==> config.mk <==
export PLATFORM = sky130hd
export DESIGN_NAME = eight_bit_serial_subtractor_flat
export DESIGN_NICKNAME = d
export VERILOG_FILES = /design/src/rtl/eight_bit_serial_subtractor_if.sv /design/src/rtl/eight_bit_serial_subtractor.sv /design/src/flat_wrapper.sv
export SDC_FILE = /design/constraint.sdc
export NUM_CORES = 1
export LEC_CHECK = 0
export ABC_AREA = 1
export BUFFER_PORTS_ARGS = -buffer_cell sky130_fd_sc_hd__buf_2
export CAP_MARGIN = 0
export CORE_ASPECT_RATIO = 2
export CORE_MARGIN = 2
export CORE_UTILIZATION = 58
export CTS_CLUSTER_DIAMETER = 120
export DETAILED_ROUTE_END_ITERATION = 16
export PLACE_DENSITY = 0.8
export SYNTH_ARGS = -nofsm -noshare
export SYNTH_HDL_FRONTEND = slang
export SYNTH_SLANG_ARGS = --single-unit
==> constraint.sdc <==
create_clock -name clk -period 2.8 [get_ports clk]
set_input_delay 0.42 -clock clk [delete_from_list [all_inputs] [get_ports clk]]
set_output_delay 0.42 -clock clk [all_outputs]
set_load 0.1 [all_outputs]
==> src/rtl/eight_bit_serial_subtractor_if.sv <==
// Operand/result bundle for the bit-serial subtractor.
// master drives the request side, slave (the subtractor) drives the results.
interface eight_bit_serial_subtractor_if;
  logic       start;
  logic [7:0] a;
  logic [7:0] b;
  logic       bin;
  logic       busy;
  logic       done;
  logic [7:0] diff;
  logic       bout;
  logic       ovf;

  modport master (
    output start, a, b, bin,
    input  busy, done, diff, bout, ovf
  );

  modport slave (
    input  start, a, b, bin,
    output busy, done, diff, bout, ovf
  );
endinterface

==> src/rtl/eight_bit_serial_subtractor.sv <==
// Bit-serial 8-bit subtractor: diff = a - b - bin, one bit per clock, LSB first.
// Reports unsigned borrow-out and signed overflow; done pulses when results update.
module eight_bit_serial_subtractor (
  input  logic                         clk,
  input  logic                         rst,
  eight_bit_serial_subtractor_if.slave bus
);

  typedef enum logic [0:0] {StIdle, StShift} state_e;

  state_e     state_q;
  logic [7:0] ar_q;
  logic [7:0] br_q;
  logic       c_q;
  logic [6:0] res_q;
  logic [2:0] cnt_q;
  logic       a7_q;
  logic       b7_q;
  logic       busy_q;
  logic       done_q;
  logic [7:0] diff_q;
  logic       bout_q;
  logic       ovf_q;

  logic d;
  logic c_next;

  // Full-subtractor on the current LSBs
  assign d      = ar_q[0] ^ br_q[0] ^ c_q;
  assign c_next = (~ar_q[0] & br_q[0]) | (~(ar_q[0] ^ br_q[0]) & c_q);

  always_ff @(posedge clk or posedge rst) begin
    if (rst) begin
      state_q <= StIdle;
      ar_q    <= 8'h00;
      br_q    <= 8'h00;
      c_q     <= 1'b0;
      res_q   <= 7'h00;
      cnt_q   <= 3'd0;
      a7_q    <= 1'b0;
      b7_q    <= 1'b0;
      busy_q  <= 1'b0;
      done_q  <= 1'b0;
      diff_q  <= 8'h00;
      bout_q  <= 1'b0;
      ovf_q   <= 1'b0;
    end else begin
      done_q <= 1'b0;
      unique case (state_q)
        StIdle: begin
          if (bus.start) begin
            ar_q    <= bus.a;
            br_q    <= bus.b;
            c_q     <= bus.bin;
            a7_q    <= bus.a[7];
            b7_q    <= bus.b[7];
            cnt_q   <= 3'd0;
            busy_q  <= 1'b1;
            state_q <= StShift;
          end
        end
        StShift: begin
          ar_q  <= {1'b0, ar_q[7:1]};
          br_q  <= {1'b0, br_q[7:1]};
          c_q   <= c_next;
          res_q <= {d, res_q[6:1]};
          cnt_q <= cnt_q + 3'd1;
          // Eighth bit: publish the result, including the bit computed this cycle
          if (cnt_q == 3'd7) begin
            diff_q  <= {d, res_q};
            bout_q  <= c_next;
            ovf_q   <= (a7_q ^ b7_q) & (d ^ a7_q);
            done_q  <= 1'b1;
            busy_q  <= 1'b0;
            state_q <= StIdle;
          end
        end
        default: state_q <= StIdle;
      endcase
    end
  end

  assign bus.busy = busy_q;
  assign bus.done = done_q;
  assign bus.diff = diff_q;
  assign bus.bout = bout_q;
  assign bus.ovf  = ovf_q;

endmodule

==> src/flat_wrapper.sv <==
// flat-port wrapper written by rule: the top's interface ports become plain ports
module eight_bit_serial_subtractor_flat 
  (clk, rst, bus_start, bus_a, bus_b, bus_bin, bus_busy, bus_done, bus_diff, bus_bout, bus_ovf);
  eight_bit_serial_subtractor_if bus_i ();
  input  logic clk;
  input  logic rst;
  input wire logic [$bits(bus_i.start)-1:0] bus_start;
  input wire logic [$bits(bus_i.a)-1:0] bus_a;
  input wire logic [$bits(bus_i.b)-1:0] bus_b;
  input wire logic [$bits(bus_i.bin)-1:0] bus_bin;
  output wire logic [$bits(bus_i.busy)-1:0] bus_busy;
  output wire logic [$bits(bus_i.done)-1:0] bus_done;
  output wire logic [$bits(bus_i.diff)-1:0] bus_diff;
  output wire logic [$bits(bus_i.bout)-1:0] bus_bout;
  output wire logic [$bits(bus_i.ovf)-1:0] bus_ovf;
  assign bus_i.start = bus_start;
  assign bus_i.a = bus_a;
  assign bus_i.b = bus_b;
  assign bus_i.bin = bus_bin;
  assign bus_busy = bus_i.busy;
  assign bus_done = bus_i.done;
  assign bus_diff = bus_i.diff;
  assign bus_bout = bus_i.bout;
  assign bus_ovf = bus_i.ovf;
  eight_bit_serial_subtractor u_core (.clk(clk), .rst(rst), .bus(bus_i));
endmodule
==> results by stage <==
Pwr:
- Cell internal power was estimated by the tool at between 1 and 1.5 mW.
- The combinational fraction of design power is 0.455.
- For this design the total switching power over the nets is ~1.3 mW.
- The analysis attributes to cell leakage a power of 1.08 nW.
- The part of the power in the clock network is 0.175.
- In this run the power density over the cells is roughly 1400 nW/µm².
- The worst vdd rail ir drop is approximately 0.76 mV.
- Of the total power, registers draw 0.371.
- Of the total power, the share spent switching nets is 0.474.

Synth:
- After synthesis, the cell types taking the most area are sky130_fd_sc_hd__dfrtp_1, sky130_fd_sc_hd__nand2_1, sky130_fd_sc_hd__inv_1, sky130_fd_sc_hd__nand3_1, sky130_fd_sc_hd__o21ai_0.
- Synthesis produced 191 cells.
- The largest total area in the synthesized netlist belongs to sky130_fd_sc_hd__dfrtp_1.
- The total number of yosys warnings is 0.
- The number of distinct standard cells referenced by the synthesized netlist is 17.
- The mapped netlist covers 1740 µm².
- Counting flops and latches in the post-synthesis netlist gives 42.
- Of the synthesized area, sequential elements account for 0.605.
- The share of Yosys cell area claimed by the top area cell type is 0.605.
- The per-instance average area after synthesis is a little over 9 µm².
- The net count of the mapped netlist is around 220.

Clock network:
- The number of buffers on the longest clock path is 2.
- The clock transition time at the flip-flop clock pins of the worst setup and hold paths is ~0.08 ns.
- The number of clock sinks seen by CTS is between 40 and 50.
- The count of hold buffers inserted by post-cts repair is 0.
- The insertion delay to the later sink of the worst-skew pair is 0.29 ns.
- In this run the number of H-tree levels came out at 2.
- The number of gates resized after cts is 0.
- The cell at the root of the clock tree is sky130_fd_sc_hd__clkbuf_8.
- Post-CTS timing repair inserted 0 buffers for setup.
- Buffers inserted during clock tree synthesis total 5.
- TritonCTS built the clock tree.

Critical path:
- The worst register-to-register path begins at u_core.cnt_q[0].
- The buffering stage count on the worst path with inverters included is 1.
- In this run the register-to-register setup slack is around 1.2 ns.
- The path type of the worst setup path is flop to flop.
- The worst register-to-register path has a depth of 6.
- Of all nets on the critical path, the largest fanout is 20.
- The endpoint identified for the worst register-to-register timing path is u_core.bus.ovf.
- The worst setup path startpoint is u_core.cnt_q[0].
- Data on the critical path arrives at its endpoint at between 1.5 and 2 ns.
- The gate family responsible for the most delay along the worst path is simple AND/OR/NAND/NOR gates.
- The worst setup path is launched from a flop.
- The slowest stage cell on the critical path is sky130_fd_sc_hd__nand2_1.
- The nature of the critical path endpoint is a flop.
- The delay of the slowest cell on the worst path is roughly 0.45 ns.
- The signal on the critical path passes through ha_1 > ha_1 > nand2_1 > inv_2 > nand2_1 > nand2_1.
- The data required time of the worst path is 2.99 ns.
- The cell that appears most often on the critical path is sky130_fd_sc_hd__nand2_1.

Cells and area:
- 0 antenna diodes ended up in the layout.
- The layout overhead on the synthesized area is 16.1%.
- The layout net count is 248.
- The layout has 238 filler cells.
- Leaving out filler cells and counting taps, the final layout contains around 250.
- In the final layout, the share of cells above drive strength 1 is 0.192.

Die:
- The die boundary height is ~81 µm.
- The total number of placement rows is 28.
- The die covers ~3500 µm².
- Measured along the x axis, the die boundary spans between 40 and 50 µm.
- The region available for standard cell placement spans 2910 µm².
- For this configuration, the core starts out at a cell density of 0.598.
- During I/O placement, the number of pins put on the boundary was 32.

Timing:
- The final worst slack is 1.18 ns.
- The fraction of the cycle the final worst path needs is 0.577.
- Measured against its own limit, the worst slew margin works out to 0.600.
- Based on the critical path, the design can be clocked at up to 0.619 GHz.
- The total negative slack is 0 ns.
- For the pin with the worst max-slew slack, the measured transition is 0.598 ns.
- The final number of max-transition violations is 0.
- The total setup violations reported at the end of the flow is 0.
- Clock skew on the completed layout was measured at between 0.009 and 0.01 ns.
- The shortest period the worst path allows is about 1.6 ns.
- Setup repair after global routing left no endpoint under its margin.
- The number of endpoints with negative hold slack in the final report was 0.

Global routing:
- The largest net degree at the start of global routing is 43.
- The initial antenna violation count is 0.
- Across every metal layer, demand over resource in global routing totals 0.213.
- The number of global-route vias before repair is roughly 1300.
- The total congestion overflow after global routing is 0.
- The wire length of the first global-routing pass is ~5500 µm.

Route:
- Once detail routing completed, the nets flagged for antenna violations numbered 0.
- Dividing the detail-routed wire length by the instance count gives 12.7 µm.
- The number of vias after detailed routing is between 1000 and 1500.
- The number of remaining DRC errors is 0.
- The first TritonRoute pass finished after 4 iterations.
- In the routed layout, each cell is associated on average with a via count of about 5.2.
- The wire length reported by the detailed router is approximately 3200 µm.
- The first routing iteration left 28 violations.

Outcome:
- The run finished with clean final reports.

Run:
- The max-capacitance violation count is 0.

Placement:
- The congestion estimate from routability-driven global placement came to ~0.76.
- Timing analysis after detailed placement gives a worst setup slack of 1.19 ns.
- The number of I/O port buffers is 31.
- In this run, placement finished with an instance count of between 200 and 250.
- The sum of net half-perimeters after detailed placement is approximately 2400 µm.

Min path:
- The worst hold path class is primary input to async pin.
[worst max-delay path by stage]
stage	cells after the start	end
2_1_floorplan	1	u_core.a7_q
3_3_place_gp	6	u_core.bus.ovf
3_5_place_dp	6	u_core.bus.ovf
4_1_cts	6	u_core.bus.ovf
5_1_grt	6	u_core.bus.ovf
6_report	6	u_core.bus.ovf
[cells in the mapped netlist]
cell type / instances
sky130_fd_sc_hd__nand2_1: 73
sky130_fd_sc_hd__dfrtp_1: 42
sky130_fd_sc_hd__inv_1: 20
sky130_fd_sc_hd__nand3_1: 14
sky130_fd_sc_hd__o21ai_0: 10
sky130_fd_sc_hd__o21ai_1: 9
sky130_fd_sc_hd__buf_2: 6
sky130_fd_sc_hd__ha_1: 3
sky130_fd_sc_hd__nor2_1: 3
sky130_fd_sc_hd__o211ai_1: 3
sky130_fd_sc_hd__o22ai_1: 2
sky130_fd_sc_hd__a21oi_1: 1
sky130_fd_sc_hd__buf_4: 1
sky130_fd_sc_hd__buf_6: 1
sky130_fd_sc_hd__fa_1: 1
sky130_fd_sc_hd__inv_2: 1
sky130_fd_sc_hd__nor2_4: 1
[power by group through the flow]
stage / combinational, mW / clock [mW] / sequential (mW)
floorplan: 0.507 / 0 / 1.53
global placement: 1.20 / 0 / 1.01
detailed placement: 1.25 / 0 / 1.02
CTS: 1.25 / 0.491 / 1.01
global route: 1.35 / 0.516 / 1.05
finish: 1.24 / 0.476 / 1.01
[final cells by class]
type                            instances  area, µm²  area share
Sequential cell                        42       1050       0.521
Tap cell                               30       37.5      0.0186
Inverter                               21       78.8      0.0391
Timing Repair Buffer                   34        178      0.0881
Multi-Input combinational cell        120        559       0.277
Clock inverter                          1       30.0      0.0149
Clock buffer                            6       82.6      0.0409
[sequential cells by signal, summed over array words and instances, names as in the netlist, 3 cells and up]
signal and count:
u_core.cnt_q 3, u_core.br_q 8, u_core.bus.diff 8, u_core.res_q 7, u_core.ar_q 8
[routing by layer]
layer	wire [µm]	track usage
met1	1250	0.231
met2	1810	0.388
met3	109	0.0527
met4	74	0.0844
met5	0	0
[worst register-to-register path: cells and delay by family (launching register included)]
family                   cells  cell delay, ns
adder cells (fa/ha/maj)      2            0.41
buffers and inverters        1            0.11
flip-flops                   1            0.41
AND/OR/NAND/NOR              3            0.60
[logic make-up after synthesis]
group                      synth area share
DFF                                   0.605
buffers and inverters                0.0734
adders and majority gates            0.0331
and+or+nand+nor                       0.211
AOI/OAI and AO/OA                    0.0777
[placed cells by master (no fill, tap or decap), types with 2 or more instances in the layout]
cell type and n:
sky130_fd_sc_hd__clkbuf_8 6, sky130_fd_sc_hd__dfrtp_1 42, sky130_fd_sc_hd__o22ai_1 2, sky130_fd_sc_hd__ha_1 3, sky130_fd_sc_hd__buf_2 31, sky130_fd_sc_hd__nand2_1 73, sky130_fd_sc_hd__o21ai_1 9, sky130_fd_sc_hd__inv_1 20
sky130_fd_sc_hd__o21ai_0 10, sky130_fd_sc_hd__nand3_1 14, sky130_fd_sc_hd__nor2_1 3, sky130_fd_sc_hd__buf_4 3, sky130_fd_sc_hd__o211ai_1 3
[per-stage QoR]
stage | area [µm²] | total power [mW] | hold slack [ns] | utilization
after floorplan | 1740 | 2.03 | 0.446 | -
after global placement | 1900 | 2.21 | 0.462 | 0.655
after detailed placement | 1900 | 2.27 | 0.473 | 0.655
after CTS | 2020 | 2.75 | 0.243 | 0.694
after global routing | 2020 | 2.92 | 0.293 | 0.694
final | 2020 | 2.73 | 0.236 | 0.694
Power figures use the tool's default switching activity.
